===== src/rtl/serial_word_collector.sv =====
// Assembles an LSB-first serial bit stream into WIDTH-bit words and queues them in a DEPTH-entry FIFO.
// Define COLLECTOR_PARITY_EN to add a trailing even-parity bit per frame and report the result per word.
module serial_word_collector #(
  parameter int WIDTH = 8,
  parameter int DEPTH = 4
) (
  input  logic                     clk,
  input  logic                     rst,
  input  logic                     bit_in,
  input  logic                     bit_valid,
  input  logic                     flush,
  output logic [WIDTH-1:0]         word_out,
  output logic                     word_valid,
  input  logic                     word_ready,
  output logic                     parity_err,
  output logic                     overflow,
  output logic [$clog2(DEPTH):0]   level
);

  localparam int CW = $clog2(WIDTH);
  localparam int AW = $clog2(DEPTH);
  localparam int LW = AW + 1;
`ifdef COLLECTOR_PARITY_EN
  localparam int EW = WIDTH + 1;
`else
  localparam int EW = WIDTH;
`endif

`ifdef COLLECTOR_PARITY_EN
  typedef enum logic { COLLECT, PARITY } state_t;
`else
  typedef enum logic { COLLECT } state_t;
`endif

  state_t            state_q, state_d;
  logic [CW-1:0]     cnt_q, cnt_d;
  logic [WIDTH-1:0]  shift_q, shift_d;
  logic              push;
  logic [EW-1:0]     push_entry;

  // ---------------------------------------------------------------------------
  // Deserializer: state register and next-state logic
  // ---------------------------------------------------------------------------
  // NOTE: state registers use non-blocking assignments so every flop samples
  // the pre-edge values; the combinational process below uses blocking ones.
  always_ff @(posedge clk or posedge rst) begin
    if (rst) begin
      state_q <= COLLECT;
      cnt_q   <= '0;
      shift_q <= '0;
    end else begin
      state_q <= state_d;
      cnt_q   <= cnt_d;
      shift_q <= shift_d;
    end
  end

  // NOTE: every output of this block gets a default first so no path leaves
  // it unassigned, which would otherwise infer a latch.
  always_comb begin
    state_d    = state_q;
    cnt_d      = cnt_q;
    shift_d    = shift_q;
    push       = 1'b0;
    push_entry = '0;
    if (flush) begin
      state_d = COLLECT;
      cnt_d   = '0;
    end else if (bit_valid) begin
      unique case (state_q)
        COLLECT: begin
          shift_d[cnt_q] = bit_in;
          if (cnt_q == CW'(WIDTH - 1)) begin
            cnt_d = '0;
`ifdef COLLECTOR_PARITY_EN
            state_d = PARITY;
`else
            push       = 1'b1;
            push_entry = shift_d;
`endif
          end else begin
            cnt_d = cnt_q + 1'b1;
          end
        end
`ifdef COLLECTOR_PARITY_EN
        PARITY: begin
          // Even parity over data plus parity bit; a 1 means the frame is bad.
          push       = 1'b1;
          push_entry = {^{shift_q, bit_in}, shift_q};
          state_d    = COLLECT;
        end
`endif
        default: state_d = COLLECT;
      endcase
    end
  end

  // ---------------------------------------------------------------------------
  // Output FIFO
  // ---------------------------------------------------------------------------
  logic [EW-1:0] mem [DEPTH];
  logic [AW-1:0] rd_ptr, wr_ptr;
  logic          pop, full, do_push, drop;
  logic [EW-1:0] head;

  assign word_valid = (level != '0);
  assign full       = (level == LW'(DEPTH));
  assign pop        = word_valid & word_ready;
  // A pop on the same edge frees the slot, so a full FIFO still accepts the push.
  assign do_push    = push & (~full | pop);
  assign drop       = push & full & ~pop;

  always_ff @(posedge clk or posedge rst) begin
    if (rst) begin
      rd_ptr   <= '0;
      wr_ptr   <= '0;
      level    <= '0;
      overflow <= 1'b0;
    end else begin
      if (drop) overflow <= 1'b1;
      if (flush) begin
        rd_ptr <= '0;
        wr_ptr <= '0;
        level  <= '0;
      end else begin
        if (do_push) wr_ptr <= wr_ptr + 1'b1;
        if (pop)     rd_ptr <= rd_ptr + 1'b1;
        unique case ({do_push, pop})
          2'b10:   level <= level + 1'b1;
          2'b01:   level <= level - 1'b1;
          default: level <= level;
        endcase
      end
    end
  end

  // NOTE: the storage array has no reset; stale entries are never observable
  // because the outputs are gated by word_valid, which comes from level.
  always_ff @(posedge clk) begin
    if (do_push) mem[wr_ptr] <= push_entry;
  end

  assign head     = mem[rd_ptr];
  assign word_out = word_valid ? head[WIDTH-1:0] : '0;
`ifdef COLLECTOR_PARITY_EN
  assign parity_err = word_valid & head[WIDTH];
`else
  assign parity_err = 1'b0;
`endif

endmodule

===== config.mk =====
export PLATFORM = sky130hd
export DESIGN_NAME = serial_word_collector
export DESIGN_NICKNAME = d
export VERILOG_FILES = /design/src/rtl/serial_word_collector.sv
export SDC_FILE = /design/constraint.sdc
export NUM_CORES = 1
export LEC_CHECK = 0
export BUFFER_PORTS_ARGS = -buffer_cell sky130_fd_sc_hd__buf_2
export CAP_MARGIN = 20
export CORE_MARGIN = 2
export CORE_UTILIZATION = 56
export CTS_BUF_LIST = sky130_fd_sc_hd__clkbuf_16
export CTS_CLUSTER_DIAMETER = 200
export DETAILED_ROUTE_END_ITERATION = 8
export PLACE_DENSITY = 0.75
export SETUP_SLACK_MARGIN = 0.1
export SLEW_MARGIN = 15
export SYNTH_ARGS = -nofsm -noshare
export SYNTH_HDL_FRONTEND = slang
export SYNTH_SLANG_ARGS = --single-unit
export TNS_END_PERCENT = 100

===== constraint.sdc =====
create_clock -name clk -period 2.7 [get_ports clk]
set_input_delay 0.27 -clock clk [delete_from_list [all_inputs] [get_ports clk]]
set_output_delay 0.27 -clock clk [all_outputs]
set_load 0.005 [all_outputs]

-- Yosys cells after proc, flatten, opt, wreduce, memory -nomap -nowiden
Memories as Yosys holds them, arrays and structs flattened.
Index checks and enable logic that the tools add are counted.
- register bits: 20
- latch bits: 0
- memory bits (writable): 32
- memory bits (read-only): 0
- input port bits: 6
- output and inout bits: 14
- logic and storage cells: 63
- memories kept: 1
- add/subtract/negate cells: 5
- $mul: 0
- div/mod/pow operators: 0
- order comparisons: 2
- equal/unequal tests: 5
- shift operators: 0
- muxes and demuxes: 26
- bitwise operators: 9
- reductions and logical operators: 8
- memories (name ; words ; width ; rd ports ; clocked after Yosys merged registers in ; write ports ; line ; RTL):
    mem ; 4 ; 8 ; 1 ; 0 ; 1 ; 101 ; logic [EW-1:0] mem [DEPTH];
- operators by type and width (cell ; count):
    $mux 8 ; 5
    $mux 3 ; 5
    $mux 1 ; 9
    $bwmux 8 ; 1
    $mux 2 ; 4
    $add 3x1->3 const B ; 2
    $eq 3x3->1 const B ; 2
    $pmux 3 s2 ; 1
    $reduce_bool 2->1 ; 3
    $reduce_bool 3->1 ; 2
    $add 2x1->2 const B ; 2
    $and 1x1->1 ; 4
    $lt 3x4->1 const B ; 1
    $not 1->1 ; 4
    $demux 1 s3 ; 1
    $ge 3x1->1 const B ; 1
    $reduce_and 3->1 ; 1
    $sub 3x1->3 const B ; 1
    $eq 2x1->1 const B ; 1
    $eq 2x2->1 const B ; 1
    $ne 2x2->1 const B ; 1
    $reduce_and 2->1 ; 1
    $logic_and 1x1->1 ; 1
    $or 1x1->1 ; 1

-- Logic depth before layout (Yosys ltp)
- word-level depth: 9
- depth in mapped cells: 10
- depth with buffers taken out: 10

-- Worst setup path before layout
Ideal clock, no wire load.
- path type: reg-to-reg
- from: register cnt_q[0]
- to: register level[1]
- arrival: 2.175 ns
- required time: 2.564 ns
- setup slack: 0.389 ns
- cell stages (with the launch flop): 11
- clock period less this slack: 2.311 ns
- cell sequence: dfrtp_1 ha_1 ha_1 and3b_1 nor2_1 inv_1 fa_1 inv_1 o31a_2 o21ai_0 a21oi_1
- word-level cells in the longest chain between the ends: 9
- RTL lines (element ; line ; RTL):
    from (decl) ; 36 ; logic [CW-1:0] cnt_q, cnt_d;
    from (signal assigned) ; 53 ; cnt_q <= cnt_d;
    $eq 3x3->1 (*) ; 73 ; if (cnt_q == CW'(WIDTH - 1)) begin
    $mux 1 (*) ; 73 ;
    $mux 1 (*) ; 70 ; unique case (state_q)
    $mux 1 (*) ; 69 ; end else if (bit_valid) begin
    $mux 1 (*) ; 66 ; if (flush) begin
    $and 1x1->1 (*) ; 110 ; assign do_push = push & (~full | pop);
    $eq 2x1->1 or $eq 2x2->1 (tied branches) ; 128 ; unique case ({do_push, pop})
    $pmux 3 s2 ; 128 ;
    $mux 3 ; 121 ; if (flush) begin
    to (signal assigned) ; 129 ; 2'b10: level <= level + 1'b1;
    to (signal assigned) ; 130 ; 2'b01: level <= level - 1'b1;
    to (signal assigned) ; 131 ; default: level <= level;
    to (decl) ; 17 ; output logic [$clog2(DEPTH):0] level
Mark *: on every way between the ends. The rest lies on a longest branch, timed or not.
A chain may end at the register's enable or synchronous reset.

-- Worst setup path in the final report
Same ends and word-level chain as after synthesis.

==> summary.txt <==
Timing
  – Final Hold Fails: 0
  – Final worst path period share: 90.3%
  – FMAX: 0.410 GHz
  – Final setup violation count: 0
  – Slew Limit Fails: 0
  – Layout Skew: 0.00200 ns
  – Slew HR: 52.3%
  – Final Critical Period: 2.44 ns
  – Worst-margin pin slew: 0.714 ns
  – RSZ-0062 raised after global routing: false
  – Setup tns final: 0 ns

Status
  – Status: finished, final reports clean

Clocking
  – Root buffer cell: clkbuf_16
  – PostCTS Resize Cnt: 0
  – Clock Tree Buf Depth: 2
  – Hold Buf Count CTS: 0
  – Worst-path clk slew: 0.06 ns
  – Clock sinks: 51
  – Setup Fix Bufs, Post-CTS: 0
  – CTS buffer count: 5
  – Clk Latency, worst-skew pair: 0.29 ns
  – CTS tree: yes
  – H-Tree Level Count: 2

Detailed routing
  – Initial DRC Count: 131
  – Post-Route WL: 4.03 mm
  – Routed Antenna Nets: 0
  – Drt wl/cell: 15.3 um
  – Detailed-route via count: 1,465
  – Vias per inst: 5.57
  – DR pass1 iterations: 4
  – Final routed DRC violation total: 0

Logic synthesis
  – Register area share after synthesis: 58.6%
  – Library cells used by synthesis: 34
  – Top FF cell, synth: edfxtp_1
  – Syn_nets: 203
  – Synthesized area: 2450 um^2
  – Synthesized flop and latch total: 51
  – Syn. warnings: 0
  – Synth Instances: 190
  – EDFF count, synth: 32
  – Fraction of registers with async set/reset: 37.3%
  – Syn_area_per_cell: 12.9 um^2

Cells and area
  – Area growth from synthesis to layout: 12.0%
  – ANT cells: 0
  – Fin util: 63.9%
  – NumNets Final: 223
  – Final instance area: 2740 um^2
  – Layout cells sized above 1: 24.6%

Setup path
  – Critical Path Start: cnt_q[0]
  – Critical path required time: 2.86 ns
  – Startpoint types: flip-flop
  – Max FO, Critical Path: 4
  – Reg2reg start: cnt_q[0]
  – Setup CP Type: reg2reg
  – CP Data Arrival Time: 2.60 ns
  – Worst setup EP type: flip-flop

Power and ir drop
  – Pwr dens: 670 nW/um^2
  – Static leakage: 1.02 nW
  – Tot Pwr: 1.84 mW
  – Worst vdd ir: 280 uV

Die
  – # IOs: 20
  – Die Ht: 70.1 um
  – Initial Utilization: 57.1%
  – Core area: 4290 um^2
  – Die width: 70.1 um
  – Die Footprint: 4920 um^2
  – # rows: 24

Global route
  – GR Overflow Total: 0
  – First-pass GRT wire length: 6.85 mm
  – Initial antenna violation count: 0
  – Overall Global Routing Usage: 18.6%
  – Vias in the first global route: 1,403
  – Largest net degree at the start of global routing: 20

Place
  – HPWL after DPL: 2.80 mm
  – PortBufs: 18
  – Gpl congestion: 0.795
  – Post-DP Area: 2600 um^2

Flow run
  – Max cap viols: 0

Min path
  – Hold Crit Class: in2async
[cell type report]
type,instances,area (um^2)
clock buffer,5,125
clock inverter,3,20.0
fill,332,1550
inverter,8,30.0
multi-input combinational,121,940
sequential,51,1440
tap,52,65.1
timing repair buffer,23,128
[report_power, final]
group          switching, mW  total (mW)  internal, mW
registers             0.0480       0.902         0.854
clock network          0.267       0.608         0.341
logic                  0.158       0.328         0.170
total                  0.473        1.84          1.37
[flip-flops by register name, indices dropped and copies added, names as in the netlist]
name      cells
mem          32
shift_q       8
cnt_q         3
level         3
rd_ptr        2
wr_ptr        2
overflow      1
[placed cells by master, fill, tap and decap left out, drive strengths merged]
cell type  netlist  layout
a21o             1       1
a21oi            9       9
and2             4       4
and3b            1       1
buf              4      23
clkbuf           6       5
clkinv           0       2
clkinvlp         0       1
conb             1       1
dfrtp           19      19
edfxtp          32      32
fa               1       1
ha               6       6
inv              8       8
mux2             9       9
mux2i            6       6
mux4             8       8
nand2           15      15
nand2b           3       3
nand3            5       5
nand3b           3       3
nor2            19      19
nor2b           11      11
nor3             4       4
nor3b            1       1
nor4b            1       1
o211ai           1       1
o21ai            5       5
o31a             2       2
o31ai            1       1
or3              1       1
xnor2            2       2
xor2             1       1
[cells by family (layout without fill, tap and decap cells)]
| family | count (synthesis) | in the layout | share of synthesized area, % |
|---|---|---|---|
| buffers and inverters | 18 | 39 | 3.01 |
| xor gates and xnor gates | 3 | 3 | 1.07 |
| adders and majority gates | 7 | 7 | 3.88 |
| other | 1 | 1 | 0.153 |
| DFF | 51 | 51 | 58.6 |
| and+or+nand+nor | 68 | 68 | 14.7 |
| muxes | 23 | 23 | 13.9 |
| AOI/OAI and AO/OA | 19 | 19 | 4.65 |
[critical path, stage by stage (launching register included)]
cell     delay, ns
dfrtp_1       0.39
ha_1          0.21
ha_1          0.22
and3b_1       0.21
nor2_1        0.19
inv_1         0.08
fa_1          0.51
inv_1         0.04
o31a_2        0.32
o21ai_0       0.07
a21oi_1       0.08
[through the flow]
| stage | hold WS [ns] | cells | worst slack [ns] |
|---|---|---|---|
| 2_1_floorplan | 0.221 | 190 | 0.389 |
| 3_3_place_gp | 0.418 | 255 | 0.377 |
| 3_5_place_dp | 0.419 | 255 | 0.305 |
| 4_1_cts | 0.109 | 263 | 0.289 |
| 5_1_grt | 0.142 | 263 | 0.112 |
| 6_report | 0.0900 | 263 | 0.262 |
[cells in the mapped netlist, types with 4 or more instances]
| cell | instances | area, um^2 |
|---|---|---|
| edfxtp_1 | 32 | 961 |
| dfrtp_1 | 19 | 475 |
| nor2_1 | 19 | 71.3 |
| nand2_1 | 15 | 56.3 |
| nor2b_1 | 11 | 68.8 |
| a21oi_1 | 9 | 45.0 |
| mux2_2 | 9 | 101 |
| inv_1 | 8 | 30.0 |
| mux4_2 | 8 | 180 |
| clkbuf_1 | 6 | 22.5 |
| ha_1 | 6 | 75.1 |
| mux2i_1 | 6 | 60.1 |
| nand3_1 | 5 | 25.0 |
| o21ai_0 | 5 | 25.0 |
| and2_1 | 4 | 25.0 |
[metal layers]
layer  GRT usage (%)  wire (um)  vias to the layer above
li1                -          -                      716
met1            23.5       1740                      706
met2            30.6       2040                       36
met3            5.63        192                        7
met4            6.62         61                        0
met5               0          0                        -
[final timing paths]
kind                                  end  slack (ns)  cells after the start
worst max-delay path             level[1]        0.26                     10
worst min-delay path             cnt_q[0]        0.09                      2
worst max register to register   level[1]        0.26                     10
worst min register to register   overflow        0.48                      1
max in group asynchronous       rd_ptr[0]        2.16                      2
min in group clk                 cnt_q[1]        0.33                      2
No activity file was read; power rests on OpenSTA's default activity.
